### config.mk
export PLATFORM = sky130hd
export DESIGN_NAME = pipe_ctrl_flat
export DESIGN_NICKNAME = d
export VERILOG_FILES = /design/src/rtl/pipe_ctrl_if.sv /design/src/rtl/pipe_ctrl.sv /design/src/flat_wrapper.sv
export SDC_FILE = /design/constraint.sdc
export NUM_CORES = 1
export LEC_CHECK = 0
export BUFFER_PORTS_ARGS = -buffer_cell sky130_fd_sc_hd__buf_2
export CORE_UTILIZATION = 30
export DETAILED_ROUTE_END_ITERATION = 8
export PLACE_DENSITY_LB_ADDON = 0.2
export SLEW_MARGIN = 20
export SYNTH_ARGS = -nofsm -noshare
export SYNTH_HDL_FRONTEND = slang
export SYNTH_SLANG_ARGS = --single-unit
### constraint.sdc
create_clock -name clk -period 2.3 [get_ports clk]
set_input_delay 0.345 -clock clk [delete_from_list [all_inputs] [get_ports clk]]
set_output_delay 0.345 -clock clk [all_outputs]
set_load 0.005 [all_outputs]
### src/rtl/pipe_ctrl_if.sv
// Handshake bundle between the pipeline stages and the stall/flush controller.
interface pipe_ctrl_if #(
    parameter int CNT_W = 6
);
    logic             stallreq_id;
    logic             ex_busy_start;
    logic [CNT_W-1:0] ex_cycles;
    logic             ex_done;
    logic             flush_req;
    logic [31:0]      flush_pc;
    logic [5:0]       stall_o;
    logic             flush_o;
    logic [31:0]      new_pc_o;
    logic             ex_busy_o;
    logic [31:0]      stall_cnt_o;

    // master: the pipeline raising requests; slave: the controller.
    modport master (
        output stallreq_id, ex_busy_start, ex_cycles, ex_done, flush_req, flush_pc,
        input  stall_o, flush_o, new_pc_o, ex_busy_o, stall_cnt_o
    );
    modport slave (
        input  stallreq_id, ex_busy_start, ex_cycles, ex_done, flush_req, flush_pc,
        output stall_o, flush_o, new_pc_o, ex_busy_o, stall_cnt_o
    );
endinterface

### src/rtl/pipe_ctrl.sv
// Stall/flush controller for the six-stage core: merges load-use, multi-cycle EX
// and flush requests into per-stage hold/flush controls, plus a stall-cycle counter.
module pipe_ctrl #(
    parameter int CNT_W = 6
) (
    input  logic        clk,
    input  logic        rst,
    pipe_ctrl_if.slave  bus
);
    typedef enum logic {IDLE, MULTI} state_t;

    localparam logic [5:0] STALL_EX = 6'b001111;
    localparam logic [5:0] STALL_ID = 6'b000111;

    state_t           state, state_nxt;
    logic [CNT_W-1:0] cnt, cnt_nxt;
    logic [5:0]       stall;
    logic             flush;
    logic [31:0]      new_pc;
    logic [31:0]      stall_cnt;

    always_ff @(posedge clk) begin
        if (rst) begin
            state <= IDLE;
            cnt   <= '0;
        end else begin
            state <= state_nxt;
            cnt   <= cnt_nxt;
        end
    end

    always_comb begin
        state_nxt = state;
        cnt_nxt   = cnt;
        stall     = '0;
        flush     = 1'b0;
        new_pc    = '0;
        if (rst) begin
            state_nxt = IDLE;
            cnt_nxt   = '0;
        end else if (bus.flush_req) begin
            // Flush abandons any multi-cycle op, including a start this cycle.
            flush     = 1'b1;
            new_pc    = bus.flush_pc;
            state_nxt = IDLE;
            cnt_nxt   = '0;
        end else begin
            unique case (state)
                IDLE: begin
                    if (bus.ex_busy_start && bus.ex_cycles != '0) begin
                        stall = STALL_EX;
                        if (bus.ex_cycles >= CNT_W'(2)) begin
                            state_nxt = MULTI;
                            cnt_nxt   = bus.ex_cycles - CNT_W'(1);
                        end
                    end else if (bus.stallreq_id) begin
                        stall = STALL_ID;
                    end
                end
                MULTI: begin
                    // A start arriving here is a protocol error and is dropped.
                    stall   = STALL_EX;
                    cnt_nxt = cnt - CNT_W'(1);
                    if (cnt == CNT_W'(1) || bus.ex_done) begin
                        state_nxt = IDLE;
                        cnt_nxt   = '0;
                    end
                end
                default: begin
                    state_nxt = IDLE;
                    cnt_nxt   = '0;
                end
            endcase
        end
    end

    always_ff @(posedge clk) begin
        if (rst)           stall_cnt <= '0;
        else if (stall[2]) stall_cnt <= stall_cnt + 32'd1;
    end

    assign bus.stall_o     = stall;
    assign bus.flush_o     = flush;
    assign bus.new_pc_o    = new_pc;
    assign bus.ex_busy_o   = (state == MULTI) && !rst;
    assign bus.stall_cnt_o = stall_cnt;
endmodule

### src/flat_wrapper.sv
// flat-port wrapper written by rule: the top's interface ports become plain ports
module pipe_ctrl_flat 
#(
    parameter int CNT_W = 6
)
  (clk, rst, bus_stallreq_id, bus_ex_busy_start, bus_ex_cycles, bus_ex_done, bus_flush_req, bus_flush_pc, bus_stall_o, bus_flush_o, bus_new_pc_o, bus_ex_busy_o, bus_stall_cnt_o);
  pipe_ctrl_if #(.CNT_W(CNT_W)) bus_i ();
  input  logic clk;
  input  logic rst;
  input wire logic [$bits(bus_i.stallreq_id)-1:0] bus_stallreq_id;
  input wire logic [$bits(bus_i.ex_busy_start)-1:0] bus_ex_busy_start;
  input wire logic [$bits(bus_i.ex_cycles)-1:0] bus_ex_cycles;
  input wire logic [$bits(bus_i.ex_done)-1:0] bus_ex_done;
  input wire logic [$bits(bus_i.flush_req)-1:0] bus_flush_req;
  input wire logic [$bits(bus_i.flush_pc)-1:0] bus_flush_pc;
  output wire logic [$bits(bus_i.stall_o)-1:0] bus_stall_o;
  output wire logic [$bits(bus_i.flush_o)-1:0] bus_flush_o;
  output wire logic [$bits(bus_i.new_pc_o)-1:0] bus_new_pc_o;
  output wire logic [$bits(bus_i.ex_busy_o)-1:0] bus_ex_busy_o;
  output wire logic [$bits(bus_i.stall_cnt_o)-1:0] bus_stall_cnt_o;
  assign bus_i.stallreq_id = bus_stallreq_id;
  assign bus_i.ex_busy_start = bus_ex_busy_start;
  assign bus_i.ex_cycles = bus_ex_cycles;
  assign bus_i.ex_done = bus_ex_done;
  assign bus_i.flush_req = bus_flush_req;
  assign bus_i.flush_pc = bus_flush_pc;
  assign bus_stall_o = bus_i.stall_o;
  assign bus_flush_o = bus_i.flush_o;
  assign bus_new_pc_o = bus_i.new_pc_o;
  assign bus_ex_busy_o = bus_i.ex_busy_o;
  assign bus_stall_cnt_o = bus_i.stall_cnt_o;
  pipe_ctrl #(.CNT_W(CNT_W)) u_core (.clk(clk), .rst(rst), .bus(bus_i));
endmodule
**Word-level counts from Yosys, hierarchy flattened**

Index checks and enable logic that the tools add are counted.

- Register bits: 39
- Output and inout bits: 72
- Logic and storage cells: 35

- $add $sub $neg: 3
- Magnitude comparators: 1
- Eq/ne operators: 3
- Mux-type cells: 17
- Bitwise gates (word level): 1
- Reduce and logical (&&, ||, !) cells: 7

Operator list:

| kind | number |
|---|---|
| two-way mux 32 bit | 2 |
| two-way mux 6 bit | 6 |
| adder 32 x 1 -> 32 bit (second input constant) | 1 |
| one-hot mux 6 bit (2 select lines) | 2 |
| subtractor 6 x 1 -> 6 bit (second input constant) | 2 |
| equality test 6 x 1 -> 1 bit (second input constant) | 1 |
| greater-or-equal comparator 6 x 2 -> 1 bit (second input constant) | 1 |
| nonzero test 6 bit | 1 |
| two-way mux 1 bit | 5 |
| != test 2 x 1 -> 1 bit (second input constant) | 2 |
| two-way mux 3 bit | 1 |
| logical AND 1 bit | 2 |
| one-hot mux 1 bit (2 select lines) | 1 |
| AND reduction 2 bit | 1 |
| OR reduction 2 bit | 1 |
| logical NOT 1 bit | 1 |
| logical OR 1 bit | 1 |
| NOT 1 bit | 1 |

**Logic depth before layout (Yosys ltp)**

Gate-level depths: netlist (run 1).

- Depth after elaboration: 6
- Mapped depth: 8

**Worst setup path before layout (run 1)**

OpenSTA, ideal clock, no wires.

- Path kind: in2reg
- From: input bus_ex_cycles[0]
- To: register u_core.stall_cnt[12] (netlist: u_core.bus.stall_cnt_o[12])
- Setup time: 128 ps
- Arrival: 1671 ps
- Data required time: 2172 ps
- Setup slack: 502 ps
- Stages: 8
- Buffers on the path: 1
- Cell sequence: inv_1 -> ha_1 -> nor3b_1 -> a21oi_2 -> clkbuf_1 -> nand4_1 -> xnor2_1 -> nor2_1

- Cells in the longest elaborated chain, start to end: 6

RTL lines:

| what | line | source |
|---|---|---|
| from (decl) | flat_wrapper.sv:12 | `input wire logic [$bits(bus_i.ex_cycles)-1:0] bus_ex_cycles;` |
| nonzero test 6 bit | pipe_ctrl.sv:50 | `if (bus.ex_busy_start && bus.ex_cycles != '0) begin` |
| logical AND 1 bit | pipe_ctrl.sv:50 |  |
| two-way mux 6 bit | pipe_ctrl.sv:50 |  |
| one-hot mux 6 bit (2 select lines) | pipe_ctrl.sv:48 | `unique case (state)` |
| two-way mux 6 bit | pipe_ctrl.sv:41 | `end else if (bus.flush_req) begin` |
| two-way mux 6 bit | pipe_ctrl.sv:38 | `if (rst) begin` |
| to (signal assigned) | pipe_ctrl.sv:79 | `else if (stall[2]) stall_cnt <= stall_cnt + 32'd1;` |
| to (decl) | pipe_ctrl.sv:20 | `logic [31:0] stall_cnt;` |

Every way passes these cells.
A chain may end at the register's enable or synchronous reset.

**Final worst setup path (run 1)**

- From: register u_core.stall_cnt[6] (netlist: u_core.bus.stall_cnt_o[6])
- To: register u_core.stall_cnt[30] (netlist: u_core.bus.stall_cnt_o[30])

- Cells in the longest elaborated chain, start to end: 1

RTL lines:

| what | line |
|---|---|
| adder 32 x 1 -> 32 bit | pipe_ctrl.sv:79 |

Every way passes these cells.

==> results of run 1 <==
logic make-up after synthesis:
| group | after synthesis | synth area share |
|---|---|---|
| buf+inv | 28 | 0.0540 |
| fa+ha+maj | 5 | 0.0270 |
| flops | 39 | 0.337 |
| mux | 1 | 0.00432 |
| simple gates | 154 | 0.368 |
| other cells | 1 | 0.00162 |
| compound gates | 38 | 0.103 |
| xor+xnor | 28 | 0.106 |
worst max-delay path, stage by stage, from the launching register on:
cell	delay [ns]
dfxtp_1	0.47
nand4_4	0.18
nor4_4	0.51
nand4_1	0.29
or3_1	0.38
a21oi_1	0.14
cell type report:
cell class / count / area [µm²]
tap: 99 / 124
fill: 787 / 4250
clock inverter: 2 / 60.1
sequential: 39 / 781
timing repair buffer: 121 / 626
multi-input combinational: 228 / 1420
clock buffer: 6 / 72.6
inverter: 11 / 41.3
where the power goes:
| part | switching [µW] | internal (µW) |
|---|---|---|
| Sequential | 11.2 | 683 |
| Combinational | 98.9 | 95.1 |
| Clock | 247 | 434 |
| Total | 357 | 1210 |
worst paths after layout:
| path | cells after the start | from | endpoint |
|---|---|---|---|
| worst max-delay path | 5 | u_core.bus.stall_cnt_o[6] | u_core.bus.stall_cnt_o[30] |
| worst max register to register | 5 | u_core.bus.stall_cnt_o[6] | u_core.bus.stall_cnt_o[30] |
| worst min-delay path | 2 | rst | u_core.bus.stall_cnt_o[4] |
| worst min register to register | 2 | u_core.bus.stall_cnt_o[31] | u_core.bus.stall_cnt_o[31] |
sequential cells by signal, indices dropped and copies added, names as in the netlist:
| register | cells |
|---|---|
| u_core.bus.stall_cnt_o | 32 |
| u_core.state | 1 |
| u_core.cnt | 6 |
per-stage QoR:
stage | std cells | hold slack, ns | setup slack [ns] | total power, µW
CTS | 506 | 0.287 | 0.250 | 1590
detailed placement | 498 | 0.480 | 0.271 | 906
global route | 506 | 0.310 | 0.102 | 1630
global placement | 498 | 0.467 | 0.309 | 905
floorplan | 295 | 0.467 | 0.502 | 818
finish | 506 | 0.298 | 0.263 | 1570
synthesized netlist by cell type (2+ instances only):
cell,instances,area share
nand2b_1,2,0.0054
nand4_1,15,0.040
nor2b_1,4,0.011
o21ai_0,9,0.019
nand2_1,12,0.019
nor3_1,4,0.0086
clkbuf_1,9,0.015
nor4_1,2,0.0054
and3_1,5,0.013
a211oi_1,2,0.0065
o32ai_1,2,0.0076
buf_2,4,0.0086
xor2_1,22,0.083
buf_4,4,0.013
nor2_1,44,0.071
a21oi_1,14,0.030
nand3_1,16,0.035
and2_1,34,0.092
or3_1,7,0.019
dfxtp_1,39,0.34
ha_1,5,0.027
inv_1,11,0.018
xnor2_1,6,0.023
nand4_2,2,0.011
layer usage:
| layer | up-vias | global-route usage | wire (µm) |
|---|---|---|---|
| met4 | 0 | 0.0390 | 39 |
| met1 | 1078 | 0.199 | 2950 |
| met5 | - | 0 | 0 |
| li1 | 1220 | - | - |
| met2 | 52 | 0.252 | 2850 |
| met3 | 4 | 0.0389 | 289 |
cells in the final DEF, fill, tap and decap left out, drive strengths merged:
| master | instances |
|---|---|
| buf | 121 |
| nor2 | 44 |
| dfxtp | 39 |
| and2 | 34 |
| xor2 | 22 |
| nand4 | 18 |
| nand3 | 16 |
| a21oi | 15 |
| nand2 | 12 |
| inv | 11 |
| o21ai | 9 |
| or3 | 7 |
| xnor2 | 6 |
| clkbuf | 6 |
| and3 | 5 |
| ha | 5 |
| nor3 | 5 |
| nor2b | 4 |
| nor4 | 4 |
| nand2b | 2 |
| o32ai | 2 |
| a211oi | 2 |
| conb | 2 |
| bufinv | 2 |
| nor3b | 1 |
| or2 | 1 |
| mux2i | 1 |
| a31o | 1 |
| o21bai | 1 |
| a21bo | 1 |
| o211ai | 1 |
| o311ai | 1 |
| o21a | 1 |
| or4 | 1 |
| a31oi | 1 |
| o221a | 1 |
| o31ai | 1 |
| o22ai | 1 |
==> flow_summary.json, run 1 <==
{
  "drv_cap": 0,
  "final-setup-viol-count": 0,
  "cp.required_ns": 2.52,
  "vias_per_cell": 4.65,
  "core-area_um2": 7370,
  "grt_setup_unrepaired": "false",
  "fin_util": 0.423,
  "worstMarginPinSlew_ns": 0.531,
  "clkTransAtPathRegs_ns": 0.08,
  "synthArstFlopShare": 0,
  "clock_sinks": 39,
  "wirelength_mm": 6.13,
  "ys_warn_count": 0,
  "status": "finished, final reports clean",
  "leakage_uw": 0.00149,
  "critPathMaxFanout": 8,
  "antenna_left": 0,
  "numPortBuffers": 113,
  "cts_resized": 0,
  "wl_per_cell_um": 12.1,
  "start_kind": "flop",
  "h-tree-depth": 2,
  "drive_gt1_frac": 0.339,
  "seq_area_frac_synth": 0.337,
  "drtIter0Drc": 52,
  "crit_path_end_kind": "flop",
  "die_h_um": 89.9,
  "grt_pass1_vias": 2205,
  "synth_edf_count": 0,
  "dieWidth_um": 89.9,
  "fin_crit_sh": 0.886,
  "clock-skew-final_ns": 0.00676,
  "slew_headroom": 0.643,
  "syn_avg_cell_area_um2": 7.89,
  "cts_root_buffer": "clkbuf_8",
  "dr_total_vias": 2354,
  "initial_core_util": 0.315,
  "clockBufferDepth": 2,
  "hold_viol": 0,
  "grt_max_degree": 34,
  "ios": 116,
  "setup-tns-final_ns": 0,
  "first_pass_iters": 4,
  "cts_setup_buffers": 0,
  "max_freq_mhz": 491,
  "yosys_most_used_dff": "dfxtp_1",
  "synth_area_um2": 2320,
  "clk_latency_ns": 0.29,
  "period_minus_slack_ns": 2.04,
  "syn_inst": 294,
  "grt.overflow.total": 0,
  "ys_seq_elements": 39,
  "track_usage": 0.153,
  "dieArea_um2": 8080,
  "antenna_found_initial": 0,
  "gp_congestion": 0.827,
  "grt_first_pass_wirelength_mm": 10.2,
  "numCtsBuffers": 5,
  "hp-class": "input pin to flop",
  "ff2ff_setup_slack_ns": 0.26,
  "rows": 31,
  "power_density_nw_per_um2": 503,
  "final_area_um2": 3120,
  "diodes": 0,
  "nNetsFinal": 455,
  "post_dp_cell_area_um2": 2990,
  "cp_data_arrival_time_ns": 2.26,
  "cts_tree": "built",
  "areaGrowthSynthToFinish_pct": 34.6,
  "vdd_drop_max_mv": 0.218,
  "dp_hpwl_mm": 4.68,
  "hold_buffers": 0,
  "synth.distinct_cells": 44,
  "crit_type": "flop to flop",
  "drc": 0,
  "slew_violations": 0
}
(Power assumes the default switching activity.)
==> inputs of run 2 (changes only) <==
ABC_AREA = 1   (was not set)
==> run 2 against run 1 <==
Via count rose by 38%; die area rose by 17%; wire length rose by 26%; hold slack improved by 0.089 ns; combinational power rose by 33%; sequential share of layout area fell by 2.3 points; sequential cell count did not move; largest cell class unchanged; synthesized cell count rose by 62%; cell count rose by 36%; sequential power rose by 0.6%; largest power group unchanged; first-iteration DRC count rose by 110%; critical path depth rose by 3.
==> flow_summary.json, run 2 <==
{
  "cts_tree": "built",
  "grt_util_met3": 0.0396,
  "cp_common_cell": "nand3_1",
  "synth_top_area_frac": 0.286,
  "grt_pass1_vias": 2958,
  "wirelength_mm": 7.74,
  "clk_latency_ns": 0.29,
  "antenna_left": 0,
  "p_seq_frac": 0.491,
  "switching_share": 0.292,
  "dp_hpwl_mm": 6.04,
  "start_kind": "flop",
  "drive_gt1_frac": 0.231,
  "grt-busiest-layer": "met2",
  "wl_per_cell_um": 11.2,
  "worstPathCellList": "ha_1, nand3_1, nor2_2, nand3_1, nor3_1, nand3_1, nand2_1, nor2_1",
  "yosys_most_used_dff": "dfxtp_1",
  "leakage_uw": 0.00182,
  "track_usage": 0.165,
  "period_minus_slack_ns": 1.91,
  "place_inst": 681,
  "clockBufferDepth": 2,
  "areaGrowthSynthToFinish_pct": 25.5,
  "path_delay_family": "simple AND/OR/NAND/NOR gates",
  "grt_use_met1": 0.187,
  "p_clk_frac": 0.327,
  "die_h_um": 97.4,
  "grt.overflow.total": 0,
  "cts_setup_buffers": 0,
  "synth.distinct_cells": 27,
  "crit_path_end_kind": "flop",
  "grt_first_pass_wirelength_mm": 13.1,
  "max_stage_delay_ns": 0.41,
  "seq_area_frac_synth": 0.286,
  "core-area_um2": 8760,
  "cp.required_ns": 2.50,
  "grt_setup_unrepaired": "false",
  "hold_viol": 0,
  "first_pass_iters": 4,
  "crit_type": "flop to flop",
  "mostFrequentLayoutCell": "nand2_1",
  "use_met2": 0.301,
  "ios": 116,
  "post-place-ws_ns": 0.410,
  "nFillCells": 978,
  "dieWidth_um": 97.4,
  "status": "finished, final reports clean",
  "cts_root_buffer": "clkbuf_8",
  "clock_sinks": 39,
  "dieArea_um2": 9490,
  "synth_area_um2": 2730,
  "vdd_drop_max_mv": 0.216,
  "hp-class": "input pin to flop",
  "dr_total_vias": 3239,
  "ys_warn_count": 0,
  "setup-tns-final_ns": 0,
  "cp_slowest_cell": "dfxtp_1",
  "synth_common_cells": "nand2_1 (126), nor2_1 (116), inv_1 (49)",
  "power_uw": 1420,
  "fin_worst_hold_slack_ns": 0.387,
  "nNetsFinal": 629,
  "p_int_uw": 1010,
  "power_density_nw_per_um2": 414,
  "gp_congestion": 0.857,
  "drc": 0,
  "numCtsBuffers": 5,
  "ys_seq_elements": 39,
  "cts_resized": 0,
  "largest_reg_flops": 32,
  "max_freq_mhz": 523,
  "hold_buffers": 0,
  "h-tree-depth": 2,
  "antenna_found_initial": 0,
  "synth_most_common_cell": "nand2_1",
  "worstPathBufferInverterCount": 0,
  "drtIter0Drc": 109,
  "clkTransAtPathRegs_ns": 0.08,
  "fin_cells": 689,
  "final-setup-viol-count": 0,
  "power.switching_uw": 415,
  "synthArstFlopShare": 0,
  "fin_crit_sh": 0.832,
  "drv_cap": 0,
  "finalWorstSetupSlack_ns": 0.387,
  "critPathMaxFanout": 5,
  "rows": 34,
  "yosys.area.top_type": "dfxtp_1",
  "synth_area_leaders": "dfxtp_1 (29%), nand2_1 (17%), nor2_1 (16%)",
  "syn_avg_cell_area_um2": 5.75,
  "syn_inst": 475,
  "cp_data_arrival_time_ns": 2.11,
  "synth_edf_count": 0,
  "diodes": 0,
  "grt_max_degree": 38,
  "slew_violations": 0,
  "numPortBuffers": 113,
  "vias_per_cell": 4.70,
  "final_cell_mix": "nand2_1 (126), nor2_1 (116), buf_2 (113), inv_1 (49), nand3_1 (46)",
  "clock-skew-final_ns": 0.00951,
  "power.combinational.fraction": 0.182,
  "initial_core_util": 0.312
}
## run 2: cell types whose count changed in the layout (fill, tap and decap cells not counted), sizes merged, moves of 5 or more
cell   before  now
nand2      12  128
nor2       44  124
inv        11   49
and2       34    0
nand3      16   46
xor2       22    3
a21oi      15   33
nand4      18    5
or3         7    0
and3        5    0
xnor2       6    1
## run 2: worst paths after layout
kind	start	endpoint	slack [ns]	depth (start not counted)
max	u_core.bus.stall_cnt_o[1]	u_core.bus.stall_cnt_o[28]	0.39	8
max reg2reg	u_core.bus.stall_cnt_o[1]	u_core.bus.stall_cnt_o[28]	0.39	8
min	rst	u_core.state	0.39	3
min reg2reg	u_core.bus.stall_cnt_o[31]	u_core.bus.stall_cnt_o[31]	0.52	2
## run 2: cell families (layout without fill, tap and decap cells)
| logic type | after synthesis | after routing | synth area share |
|---|---|---|---|
| other cells | 1 | 2 | 0.00137 |
| xor+xnor | 4 | 4 | 0.0128 |
| fa+ha+maj | 5 | 5 | 0.0229 |
| flops | 39 | 39 | 0.286 |
| simple gates | 307 | 307 | 0.467 |
| buf+inv | 70 | 175 | 0.118 |
| compound gates | 49 | 49 | 0.0930 |
## run 2: cell type report
class / instances / area (µm²) / area share
Sequential cell: 39 / 781 / 0.228
Clock buffer: 7 / 76.3 / 0.0222
Timing Repair Buffer: 118 / 616 / 0.179
Tap cell: 108 / 135 / 0.0394
Clock inverter: 1 / 5.00 / 0.00146
Inverter: 49 / 184 / 0.0536
Multi-Input combinational cell: 367 / 1630 / 0.476
## run 2: worst min-delay path, stage by stage
cell and delay (ns):
buf_2 0.11, nor2_4 0.07, o21a_1 0.10
## run 2: per-layer routing
metal  share of wire  wire (µm)
met1            0.44       3410
met2            0.48       3700
met3           0.067        517
met4           0.016        121
met5               0          0
## run 2: power by group through the flow
stage	logic, µW	registers, µW	clock network (µW)
2_1_floorplan	171	712	0
3_3_place_gp	258	714	0
3_5_place_dp	260	714	0
4_1_cts	262	698	485
5_1_grt	294	700	509
6_report	258	698	465
## run 2: stage by stage
step	cell area (µm²)	util
global route	3430	0.391
detailed placement	3350	0.382
global placement	3350	0.382
CTS	3430	0.391
finish	3430	0.391
floorplan	2740	-
==> inputs of run 3 (changes only) <==
clock period = 1.87 ns   (was 2.3 ns; I/O delays follow)
==> run 3 against run 2 <==
Sequential share of layout area fell by 0.20 points; count of clock-buffer cells in the layout unchanged; die area is the same; final area grew 0.88%; combinational power is 29% higher; hold slack got worse by 0.075 ns; clock skew barely moved; non-clock buffer count is 4 higher; critical path type unchanged.
==> flow_summary.json, run 3 (synthesis results as in run 2) <==
{
  "drc": 0,
  "areaGrowthSynthToFinish_pct": 26.6,
  "fin_crit_sh": 0.883,
  "clk_latency_ns": 0.29,
  "fin_worst_hold_slack_ns": 0.311,
  "largest_reg_flops": 32,
  "final_area_um2": 3460,
  "grt_use_met1": 0.182,
  "crit_path_end_kind": "flop",
  "numPortBuffers": 113,
  "use_met2": 0.302,
  "nNetsFinal": 633,
  "h-tree-depth": 2,
  "numCtsBuffers": 5,
  "dp_hpwl_mm": 6.01,
  "post_dp_cell_area_um2": 3380,
  "clock_sinks": 39,
  "core-area_um2": 8760,
  "grt_setup_unrepaired": "false",
  "grt_util_met3": 0.0367,
  "grt-busiest-layer": "met2",
  "place_inst": 685,
  "mostFrequentLayoutCell": "nand2_1",
  "critPathMaxFanout": 4,
  "antenna_found_initial": 0,
  "vias_per_cell": 4.61,
  "hp-class": "input pin to flop",
  "power_density_nw_per_um2": 505,
  "drtIter0Drc": 122,
  "dieArea_um2": 9490,
  "slew_violations": 0,
  "cp.required_ns": 2.06,
  "whs_path_depth": 3,
  "drv_cap": 0,
  "setup-tns-final_ns": 0,
  "die_h_um": 97.4,
  "hold_buffers": 0,
  "grt.overflow.total": 0,
  "ios": 116,
  "cts_resized": 0,
  "crit_type": "flop to flop",
  "period_minus_slack_ns": 1.65,
  "wirelength_mm": 7.54,
  "diodes": 0,
  "hold_viol": 0,
  "dr_total_vias": 3198,
  "max_freq_mhz": 606,
  "track_usage": 0.161,
  "dieWidth_um": 97.4,
  "grt_first_pass_wirelength_mm": 12.7,
  "start_kind": "flop",
  "final_cell_mix": "nand2_1 (126), nor2_1 (116), buf_2 (113), inv_1 (49), nand3_1 (46)",
  "vdd_drop_max_mv": 0.255,
  "grt_max_degree": 38,
  "cp_data_arrival_time_ns": 1.84,
  "clock-skew-final_ns": 0.00999,
  "fin_cells": 693,
  "status": "finished, final reports clean",
  "rows": 34,
  "final-setup-viol-count": 0,
  "initial_core_util": 0.312,
  "antenna_left": 0,
  "drive_gt1_frac": 0.236,
  "leakage_uw": 0.00184,
  "reg2reg_depth": 8,
  "cts_root_buffer": "clkbuf_8",
  "clockBufferDepth": 2,
  "first_pass_iters": 4,
  "gp_congestion": 0.883,
  "clkTransAtPathRegs_ns": 0.08,
  "wl_per_cell_um": 10.9,
  "grt_pass1_vias": 2964,
  "cts_setup_buffers": 0,
  "fin_util": 0.395,
  "cts_tree": "built"
}
run 3: changes by cell type in the layout (fill, tap and decap cells not counted), sizes merged:
cell,before,now
buf,118,122
run 3: path summary, 6_finish.rpt:
path,from,end,slack [ns]
worst max-delay path,u_core.bus.stall_cnt_o[1],u_core.bus.stall_cnt_o[28],0.22
worst min register to register,u_core.bus.stall_cnt_o[31],u_core.bus.stall_cnt_o[31],0.51
worst max register to register,u_core.bus.stall_cnt_o[1],u_core.bus.stall_cnt_o[28],0.22
worst min-delay path,bus_flush_req,u_core.state,0.31
run 3: cell type report:
type,instances,area [µm²]
fill,984,5300
multi-input combinational,367,1630
sequential,39,781
timing repair buffer,122,646
inverter,49,184
tap,108,135
clock buffer,7,76.3
clock inverter,1,5.00
run 3: critical path, cell delays in order (launching register included):
cell,delay (ns)
dfxtp_1,0.34
ha_1,0.22
nand3_1,0.11
nor2_2,0.19
nand3_1,0.18
nor3_1,0.30
nand3_1,0.11
nand2_1,0.07
nor2_1,0.04
run 3: per-stage QoR:
stage	setup slack [ns]	total power, µW
floorplan	0.355	1090
detailed placement	0.170	1210
global placement	0.226	1200
finish	0.219	1750
global route	0.0418	1850
CTS	0.222	1770
run 3: report_power, final:
part | leakage, µW | total (µW) | switching [µW] | internal (µW)
Clock | 0.0000422 | 562 | 299 | 262
Combinational | 0.00148 | 332 | 192 | 141
Sequential | 0.000315 | 855 | 11.4 | 843
run 3: layer usage:
layer | vias to the layer above | routed length (µm)
met5 | - | 0
met4 | 0 | 111
met3 | 7 | 528
met2 | 122 | 3650
met1 | 1370 | 3250
li1 | 1699 | -
